[config.mk]
export PLATFORM = sky130hd
export DESIGN_NAME = skid_buffer_stage
export DESIGN_NICKNAME = d
export VERILOG_FILES = /design/src/rtl/skid_buffer_stage.sv
export SDC_FILE = /design/constraint.sdc
export NUM_CORES = 1
export LEC_CHECK = 0
export ABC_CLOCK_PERIOD_IN_PS = 3200
export BUFFER_PORTS_ARGS = -buffer_cell sky130_fd_sc_hd__buf_2
export CAP_MARGIN = 30
export CORE_MARGIN = 3
export CORE_UTILIZATION = 53
export CTS_CLUSTER_DIAMETER = 120
export DETAILED_ROUTE_END_ITERATION = 7
export PLACE_DENSITY = 0.79
export SLEW_MARGIN = 40
export SYNTH_ARGS = -nofsm -noshare
export SYNTH_HDL_FRONTEND = slang
export SYNTH_SLANG_ARGS = --single-unit
[constraint.sdc]
create_clock -name i_clk -period 3.2 [get_ports i_clk]
set_input_delay 0.8 -clock i_clk [delete_from_list [all_inputs] [get_ports i_clk]]
set_output_delay 0.8 -clock i_clk [all_outputs]
set_load 0.03 [all_outputs]
[src/rtl/skid_buffer_stage.sv]
// Two-entry valid/ready skid stage with registered o_valid/o_ready/o_data.
// Optional saturating output-transfer counter: define SKID_BUFFER_STATS_EN.
module skid_buffer_stage #(
  parameter int WIDTH     = 32,
  parameter int CNT_WIDTH = 16
) (
  input  logic                 i_clk,
  input  logic                 i_rst,
  input  logic                 i_valid,
  output logic                 o_ready,
  input  logic [WIDTH-1:0]     i_data,
  output logic                 o_valid,
  input  logic                 i_ready,
  output logic [WIDTH-1:0]     o_data
`ifdef SKID_BUFFER_STATS_EN
  ,
  output logic [CNT_WIDTH-1:0] o_xfer_count
`endif
);

  typedef enum logic [1:0] {
    EMPTY = 2'd0,
    BUSY  = 2'd1,
    FULL  = 2'd2
  } state_t;

  state_t             r_state;
  state_t             w_state_nxt;
  logic               r_valid;
  logic               r_ready;
  logic [WIDTH-1:0]   r_main;
  logic [WIDTH-1:0]   r_skid;
  logic [WIDTH-1:0]   w_main_nxt;
  logic [WIDTH-1:0]   w_skid_nxt;
  logic               w_in;
  logic               w_out;

  assign w_in    = i_valid & r_ready;
  assign w_out   = r_valid & i_ready;
  assign o_valid = r_valid;
  assign o_ready = r_ready;
  assign o_data  = r_main;

  always_comb begin
    w_state_nxt = r_state;
    w_main_nxt  = r_main;
    w_skid_nxt  = r_skid;
    unique case (r_state)
      EMPTY: begin
        if (w_in) begin
          w_main_nxt  = i_data;
          w_state_nxt = BUSY;
        end
      end
      BUSY: begin
        unique case (1'b1)
          w_in & w_out: w_main_nxt = i_data;
          w_in & ~w_out: begin
            w_skid_nxt  = i_data;
            w_state_nxt = FULL;
          end
          ~w_in & w_out: w_state_nxt = EMPTY;
          default: ;
        endcase
      end
      FULL: begin
        if (w_out) begin
          w_main_nxt  = r_skid;
          w_state_nxt = BUSY;
        end
      end
      default: w_state_nxt = EMPTY;
    endcase
  end

  // Flags are registered from the next state so no comb path reaches ports.
  always_ff @(posedge i_clk or posedge i_rst) begin
    if (i_rst) begin
      r_state <= EMPTY;
      r_valid <= 1'b0;
      r_ready <= 1'b0;
      r_main  <= '0;
      r_skid  <= '0;
    end else begin
      r_state <= w_state_nxt;
      r_valid <= (w_state_nxt != EMPTY);
      r_ready <= (w_state_nxt != FULL);
      r_main  <= w_main_nxt;
      r_skid  <= w_skid_nxt;
    end
  end

`ifdef SKID_BUFFER_STATS_EN
  logic [CNT_WIDTH-1:0] r_cnt;

  always_ff @(posedge i_clk or posedge i_rst) begin
    if (i_rst) begin
      r_cnt <= '0;
    end else if (w_out && !(&r_cnt)) begin
      r_cnt <= r_cnt + 1'b1;
    end
  end

  assign o_xfer_count = r_cnt;
`else
  logic w_unused_cnt;
  assign w_unused_cnt = (CNT_WIDTH > 0);
`endif

endmodule

Yosys cells after proc, flatten, opt, wreduce, memory -nomap -nowiden
Index checks and enable logic that the tools add are counted.
{ "totals": {"register_bits": 68, "wordCells": 31} }
{ "op_classes": {"n_eq_ne": 6, "n_mux": 8, "n_bitwise": 7, "n_reduce_logical": 5} }
{ "ops": {"columns": ["op", "count"], "rows": [
  ["$mux 32", 3],
  ["$pmux 32 s3", 1],
  ["$ne 2x2->1 const B", 4],
  ["$pmux 2 s3", 1],
  ["$and 1x1->1", 5],
  ["$mux 2", 2],
  ["$pmux 2 s2", 1],
  ["$reduce_and 4->1", 1],
  ["$reduce_bool 3->1", 1],
  ["$eq 2x1->1 const B", 1],
  ["$eq 2x2->1 const B", 1],
  ["$logic_not 2->1", 1],
  ["$not 1->1", 2],
  ["$reduce_and 2->1", 1],
  ["$reduce_bool 2->1", 1]
]} }

Depth between registers and ports, before layout
Gate-level depths: netlist of the first run.
{ "logic_depth": {"word_depth": 6, "depth_mapped": 6} }

Least setup slack after synthesis of the first run
Ideal clock, no wire load.
{ "synth_timing": {"kind": "input port to flip-flop", "start": "input i_valid", "end": "register r_main[0], in the netlist o_data[0]", "setup_ns": 0.125, "arrival_ns": 1.765, "path_slack_ns": 1.310, "cell_stages": 5, "path_buffers": 1, "path_cell_list": "nand2_1 o21ai_2 a31oi_4 buf_6 mux2_2"} }
{ "synth_between": {"elab_chain_cells": 4, "word_cells_on_any_way": 5, "cone_classes": "eq/ne (2); bitwise (2); reduce/logical (1)"} }
{ "synth_lines": {"columns": ["item", "line_no", "source"], "rows": [
  ["from (decl)", "9", "input logic i_valid,"],
  ["$and 1x1->1 (*)", "38", "assign w_in = i_valid & r_ready;"],
  ["$and 1x1->1", "57", "w_in & w_out: w_main_nxt = i_data;"],
  ["$ne 2x2->1 (no source line)", null, null],
  ["$reduce_and 4->1 (no source line) (*)", null, null],
  ["to (signal assigned)", "88", "r_main <= w_main_nxt;"],
  ["to (decl)", "31", "logic [WIDTH-1:0] r_main;"]
]} }
Mark *: on every way between the ends. The rest lies on a longest branch, timed or not.
A chain may end at the register's enable or synchronous reset.

Worst setup path after layout of the first run
{ "layout_timing": {"start": "input i_valid", "end": "register r_main[3], in the netlist o_data[3]"} }
The elaborated chain is that of the path after synthesis.

==> results of run 1 <==
==> worst max-delay path, delay by kind of cell <==
kind | cells | cell delay (ns)
mux | 1 | 0.36
compound gates | 2 | 0.56
simple gates | 1 | 0.17
buf+inv | 2 | 0.40
==> power by group through the flow <==
stage	logic (mW)	clock network [mW]	registers, mW
6_report	1.66	0.704	1.54
3_3_place_gp	1.64	0	1.52
5_1_grt	1.80	0.756	1.59
4_1_cts	1.69	0.718	1.54
3_5_place_dp	1.69	0	1.55
2_1_floorplan	0.858	0	1.94
==> worst min path at each step <==
stage / endpoint / slack, ns / depth (start not counted)
5_1_grt: o_data[17]$_DFFE_PP0P_ / 0.51 / 1
3_5_place_dp: o_data[11]$_DFFE_PP0P_ / 0.49 / 1
2_1_floorplan: r_skid[5]$_DFFE_PP0P_ / 0.48 / 1
6_report: o_data[10]$_DFFE_PP0P_ / 0.50 / 1
4_1_cts: o_data[11]$_DFFE_PP0P_ / 0.50 / 1
3_3_place_gp: o_data[23]$_DFFE_PP0P_ / 0.47 / 1
==> metal layers <==
layer | GRT usage, % | vias up
li1 | - | 1005
met1 | 27.13 | 1006
met2 | 32.59 | 66
met4 | 6.588 | 0
met3 | 4.656 | 5
met5 | 0 | -
==> kinds of logic (layout without fill, tap and decap cells) <==
kind of cell / Yosys count / count (layout) / synth area share (%)
AND/OR/NAND/NOR: 106 / 106 / 13.61
AO/OA/AOI/OAI: 8 / 8 / 2.429
multiplexers: 64 / 64 / 24.12
buffers and inverters: 15 / 92 / 2.889
flip-flops: 68 / 68 / 56.95
==> area by class of cell <==
class	instances	area share (%)
inverters	1	0.1041
repair buffers	75	11.18
flip-flops and latches	68	47.21
clock inverters	6	1.770
multi-input cells	178	33.50
well taps	70	2.430
clock buffers	10	3.818
==> layout by cell type (no fill, tap or decap) <==
master,synthesis,layout
buf_2,3,69
bufinv_16,0,1
mux2_1,2,2
nand3_1,2,1
buf_4,1,5
nor2_1,2,2
buf_12,0,1
clkinv_4,0,1
o21ai_2,1,1
nor2b_2,0,1
a21boi_0,2,2
clkinv_2,0,2
mux2_2,62,62
a22o_1,1,1
clkinvlp_4,0,2
nand2b_1,1,1
nand2_1,99,99
dfrtp_1,68,68
clkbuf_8,0,10
o22ai_1,1,1
a31oi_4,1,1
o21ai_0,1,1
nand3_2,0,1
nor3_1,1,1
inv_2,0,1
o21a_1,1,1
==> stage by stage <==
stage | utilization (%) | total power, mW | cell area, um2
finish | 68.40 | 3.903 | 3605
global route | 68.40 | 4.147 | 3605
CTS | 68.40 | 3.943 | 3605
detailed placement | 64.58 | 3.236 | 3403
global placement | 64.58 | 3.161 | 3403
floorplan | - | 2.796 | 2988
==> flip-flops by register name, summed over array words and instances, names as in the netlist <==
| name | flops |
|---|---|
| o_data | 32 |
| o_ready | 1 |
| o_valid | 1 |
| r_skid | 32 |
| r_state | 2 |
==> impl_metrics.py, run 1 <==
metrics = {
    "sta": {
        "setup_tns_ns": 0,
        "setup_violations": 0,
        "finalHoldViolCount": 0,
        "min_period_ns": 2.096,
        "grt_setup_unrepaired": "no",
        "finalMaxSlewViolations": 0,
        "tightest_slew_ns": 0.6673,
        "max-slew-margin-rel_pct": 55.45,
        "max_freq_mhz": 477.1,
        "worst_hold_slack_ns": 0.5025,
        "fin_ws_ns": 1.104,
        "fin_worst_skew_ns": 0.01000,
        "finalCritPeriodShare_pct": 65.50,
    },
    "synthesis": {
        "yosysMostFrequentCell": "nand2_1",
        "synth_top_area_share_pct": 56.95,
        "synth_area_leaders": "dfrtp_1 57%, mux2_2 23%, nand2_1 12%, buf_6 1.1%, clkbuf_1 0.88%",
        "syn_area_mm2": 0.002988,
        "yosys_warnings": 0,
        "synthTopCellsByCount": "99 x nand2_1, 68 x dfrtp_1, 62 x mux2_2, 7 x clkbuf_1",
        "postSynthAreaPerCell_um2": 11.45,
        "synthFlopType": "dfrtp_1",
        "syn-instance-count": 261,
        "yosysTopAreaCell": "dfrtp_1",
        "ys_ff_latch": 68,
        "ys_async_sr_fraction_pct": 100.0,
        "synth_cell_types": 21,
        "synth_seq_area_share_pct": 56.95,
        "synth_edf_count": 0,
        "synth_nets": 297,
    },
    "cts": {
        "cts_root_buf": "clkbuf_8",
        "htree_num_levels": 3,
        "path_clk_slew_ns": 0.07,
        "cts_resized": 0,
        "post_cts_buffers": 0,
        "clock_path_buffers": 2,
        "clock_sinks": 68,
        "cts_tree": "yes",
        "clk_latency_ns": 0.33,
        "cts_buffers": 9,
        "ctsHoldBuffers": 0,
    },
    "place": {
        "hpwl_um": 4029,
        "gp_congestion": 0.7806,
        "portBuffers": 69,
        "place_inst": 392,
        "post-place-ws_ns": 0.7353,
    },
    "floorplanning": {
        "dieHeight_um": 81.09,
        "die_area_mm2": 0.006575,
        "die_x_um": 81.09,
        "start_util_pct": 56.70,
        "num_rows": 26,
        "io-pin-count": 70,
        "core_mm2": 0.005270,
    },
    "job": {
        "drv_cap": 0,
    },
    "global_routing": {
        "antenna_found_initial": 0,
        "grt_max_degree": 40,
        "grt_pass1_wl_um": 9984,
        "gr-total-overflow": 0,
        "grt_use_total_pct": 20.23,
        "grt_pass1_vias": 2083,
    },
    "route": {
        "met1_length_um": 2682,
        "drtIter0Drc": 98,
        "route.met3.wl_um": 348,
        "avgViaCountPerCell": 5.103,
        "drtPass1Iterations": 4,
        "vias": 2082,
        "post_drt_wl_per_cell_um": 14.61,
        "drc": 0,
        "routed_wl_um": 5962,
        "dr_wl_met2_um": 2887,
        "maxUsedRoutingLayer": "met4",
        "antenna_left": 0,
    },
    "layout": {
        "regArea_mm2": 0.001702,
        "syn2layout_area_growth_pct": 20.64,
        "drive_gt1_share_pct": 46.75,
        "multi_input_area_mm2": 0.001207,
        "antenna_cells": 0,
        "final_nets": 369,
        "fill_cells": 405,
        "final_cells": 408,
    },
    "critical_path": {
        "cp-end-kind": "flip-flop",
        "reg2reg_to": "o_data[3]$_DFFE_PP0P_",
        "crit_fanout": 13,
        "reg2reg_setup_slack_ns": 1.19,
        "worst_ep_required_time_ns": 3.41,
        "crit_path_cell_trace": "buf_2, nand2_1, o21ai_2, a31oi_4, buf_4, mux2_2",
        "critPathMaxStageDelay_ns": 0.46,
        "crit_slowest_cell": "a31oi_4",
        "crit_arrival_ns": 2.31,
        "startpoint_type": "primary input",
        "rr_startpoint": "r_state[0]$_DFF_PP0_",
        "worstSetupEndpoint": "o_data[3]$_DFFE_PP0P_",
        "startpoint": "i_valid",
        "ff2ff_path_depth": 5,
        "worst-setup-path-type": "in -> reg",
    },
    "min_path": {
        "min_path_type": "reg -> reg",
        "min-delay-start": "o_data[10]$_DFFE_PP0P_",
    },
    "pwr": {
        "p_seq_share_pct": 39.3,
        "sw_frac_of_total_pct": 38.61,
        "leakagePower_nw": 1.803,
        "switchingPower_mw": 1.507,
        "pwr-share-comb_pct": 42.6,
        "cellPowerDensity_mw_per_mm2": 1083,
        "power_frac_clock_pct": 18.0,
        "intPower_mw": 2.396,
        "vdd_drop_max_v": 0.0005467,
    },
    "run_status": {
        "status": "complete, no violations",
    },
}
(Power assumes the default switching activity.)
==> run 2, diff against run 1 <==
- ABC_CLOCK_PERIOD_IN_PS: 3200 -> 1800
- CORE_UTILIZATION: 53 -> 48
- PLACE_DENSITY: 0.79 -> 0.75
- clock period: 3.2 -> 1.8 ns (I/O delays scaled with it)
==> run 2 against run 1 <==
Net effect:
- final cell count rose by 2.2%
- flip-flop and latch count did not move
- global-route usage fell by 2.5 points
- non-clock buffer count rose by 4
- clock-buffer cell count rose by 2
- first-iteration DRC count fell by 29%
- critical endpoint is now o_data[10]$_DFFE_PP0P_
- largest cell class unchanged
==> impl_metrics.py, run 2 (synthesis results as in run 1) <==
metrics = {
    "floorplanning": {
        "start_util_pct": 49.87,
        "io-pin-count": 70,
        "core_mm2": 0.005991,
        "dieHeight_um": 84.90,
        "die_area_mm2": 0.007207,
        "die_x_um": 84.90,
        "num_rows": 28,
    },
    "critical_path": {
        "path_buf_inv": 1,
        "startpoint_type": "flip-flop",
        "rr_startpoint": "r_state[1]$_DFF_PP0_",
        "cp_top_family": "flip-flops",
        "crit_arrival_ns": 1.79,
        "worst_ep_required_time_ns": 2.01,
        "cp-end-kind": "flip-flop",
        "critPathMaxStageDelay_ns": 0.45,
        "reg2reg_to": "o_data[10]$_DFFE_PP0P_",
        "crit_path_cell_trace": "nand2b_1, o21ai_2, a31oi_4, buf_12, mux2_2",
        "worst-setup-path-type": "reg -> reg",
        "reg2reg_setup_slack_ns": 0.22,
        "startpoint": "r_state[1]$_DFF_PP0_",
        "crit_fanout": 27,
        "crit_slowest_cell": "dfrtp_1",
        "ff2ff_path_depth": 5,
    },
    "sta": {
        "max-slew-margin-rel_pct": 64.89,
        "tightest_slew_ns": 0.5255,
        "fin_worst_skew_ns": 0.006786,
        "setup_tns_ns": 0,
        "min_period_ns": 1.580,
        "setup_violations": 0,
        "grt_setup_unrepaired": "no",
        "max_freq_mhz": 632.9,
        "finalHoldViolCount": 0,
        "finalCritPeriodShare_pct": 87.78,
        "finalMaxSlewViolations": 0,
    },
    "pwr": {
        "cellPowerDensity_mw_per_mm2": 1959,
        "vdd_drop_max_v": 0.001007,
        "leakagePower_nw": 1.863,
    },
    "cts": {
        "path_clk_slew_ns": 0.07,
        "clock_sinks": 68,
        "cts_buffers": 9,
        "clock_path_buffers": 2,
        "clk_latency_ns": 0.33,
        "cts_root_buf": "clkbuf_8",
        "post_cts_buffers": 0,
        "cts_resized": 0,
        "ctsHoldBuffers": 0,
        "htree_num_levels": 3,
        "cts_tree": "yes",
    },
    "layout": {
        "final_nets": 373,
        "antenna_cells": 0,
        "final_cells": 417,
        "fill_cells": 471,
        "drive_gt1_share_pct": 47.08,
        "final_common_cell": "nand2_1",
        "syn2layout_area_growth_pct": 24.87,
        "fin_util_pct": 62.28,
        "final_cell_mix": "99 x nand2_1, 69 x buf_2, 68 x dfrtp_1",
    },
    "global_routing": {
        "antenna_found_initial": 0,
        "grt_pass1_wl_um": 10080,
        "grt_max_degree": 36,
        "gr-total-overflow": 0,
        "grt_pass1_vias": 2140,
        "grt_use_total_pct": 17.78,
    },
    "job": {
        "drv_cap": 0,
    },
    "place": {
        "portBuffers": 69,
        "hpwl_um": 3896,
        "gp_congestion": 0.7337,
        "place_inst": 401,
    },
    "run_status": {
        "status": "complete, no violations",
    },
    "route": {
        "vias": 2059,
        "drtPass1Iterations": 4,
        "post_drt_wl_per_cell_um": 13.98,
        "routed_wl_um": 5830,
        "antenna_left": 0,
        "drc": 0,
        "drtIter0Drc": 70,
        "avgViaCountPerCell": 4.938,
    },
    "min_path": {
        "min_path_type": "in -> async",
    },
}
## run 2: cell type report
class                      instances  area (um2)  area share [%]
multi-input combinational        178        1207           32.36
clock buffer                      12       155.1           4.158
clock inverter                     4       95.09           2.549
tap                               75       93.84           2.515
sequential                        68        1702           45.61
timing repair buffer              79       470.5           12.61
inverter                           1       7.507          0.2012
## run 2: power by group
part / leakage, nW / total (mW) / switching [mW] / internal (mW)
logic: 0.931 / 3.06 / 1.71 / 1.35
registers: 0.805 / 2.70 / 0.392 / 2.31
clock network: 0.127 / 1.55 / 0.553 / 0.995
## run 2: worst reg2reg max path: stages (launching register included)
cell,delay [ns]
dfrtp_1,0.45
nand2b_1,0.14
o21ai_2,0.08
a31oi_4,0.22
buf_12,0.21
mux2_2,0.37
## run 2: worst max-delay path by stage
stage                                   to  slack, ns  cells past startpoint
floorplan           o_data[15]$_DFFE_PP0P_       0.17                      5
global placement     o_data[3]$_DFFE_PP0P_        0.1                      6
detailed placement  o_data[10]$_DFFE_PP0P_       0.07                      6
CTS                 o_data[10]$_DFFE_PP0P_       0.21                      5
global route         o_data[3]$_DFFE_PP0P_       0.11                      5
finish              o_data[10]$_DFFE_PP0P_       0.22                      5
## run 2: through the flow
stage               hold WS, ns  instance area [um2]  setup WS [ns]  total power [mW]
floorplan                0.4792                 2992         0.1664             4.972
CTS                      0.1510                 3731         0.2112             7.407
global route             0.1680                 3731         0.1146             7.766
detailed placement       0.4856                 3481        0.06652             5.827
global placement         0.4699                 3481        0.09520             5.711
finish                   0.1499                 3731         0.2200             7.310
## run 2: routing by layer
metal	vias up	track usage (%)	part of all wire [%]
li1	1019	-	-
met1	978	22.62	46
met2	58	29.04	47
met3	4	6.019	6.3
met4	0	5.180	0.77
met5	-	0	0
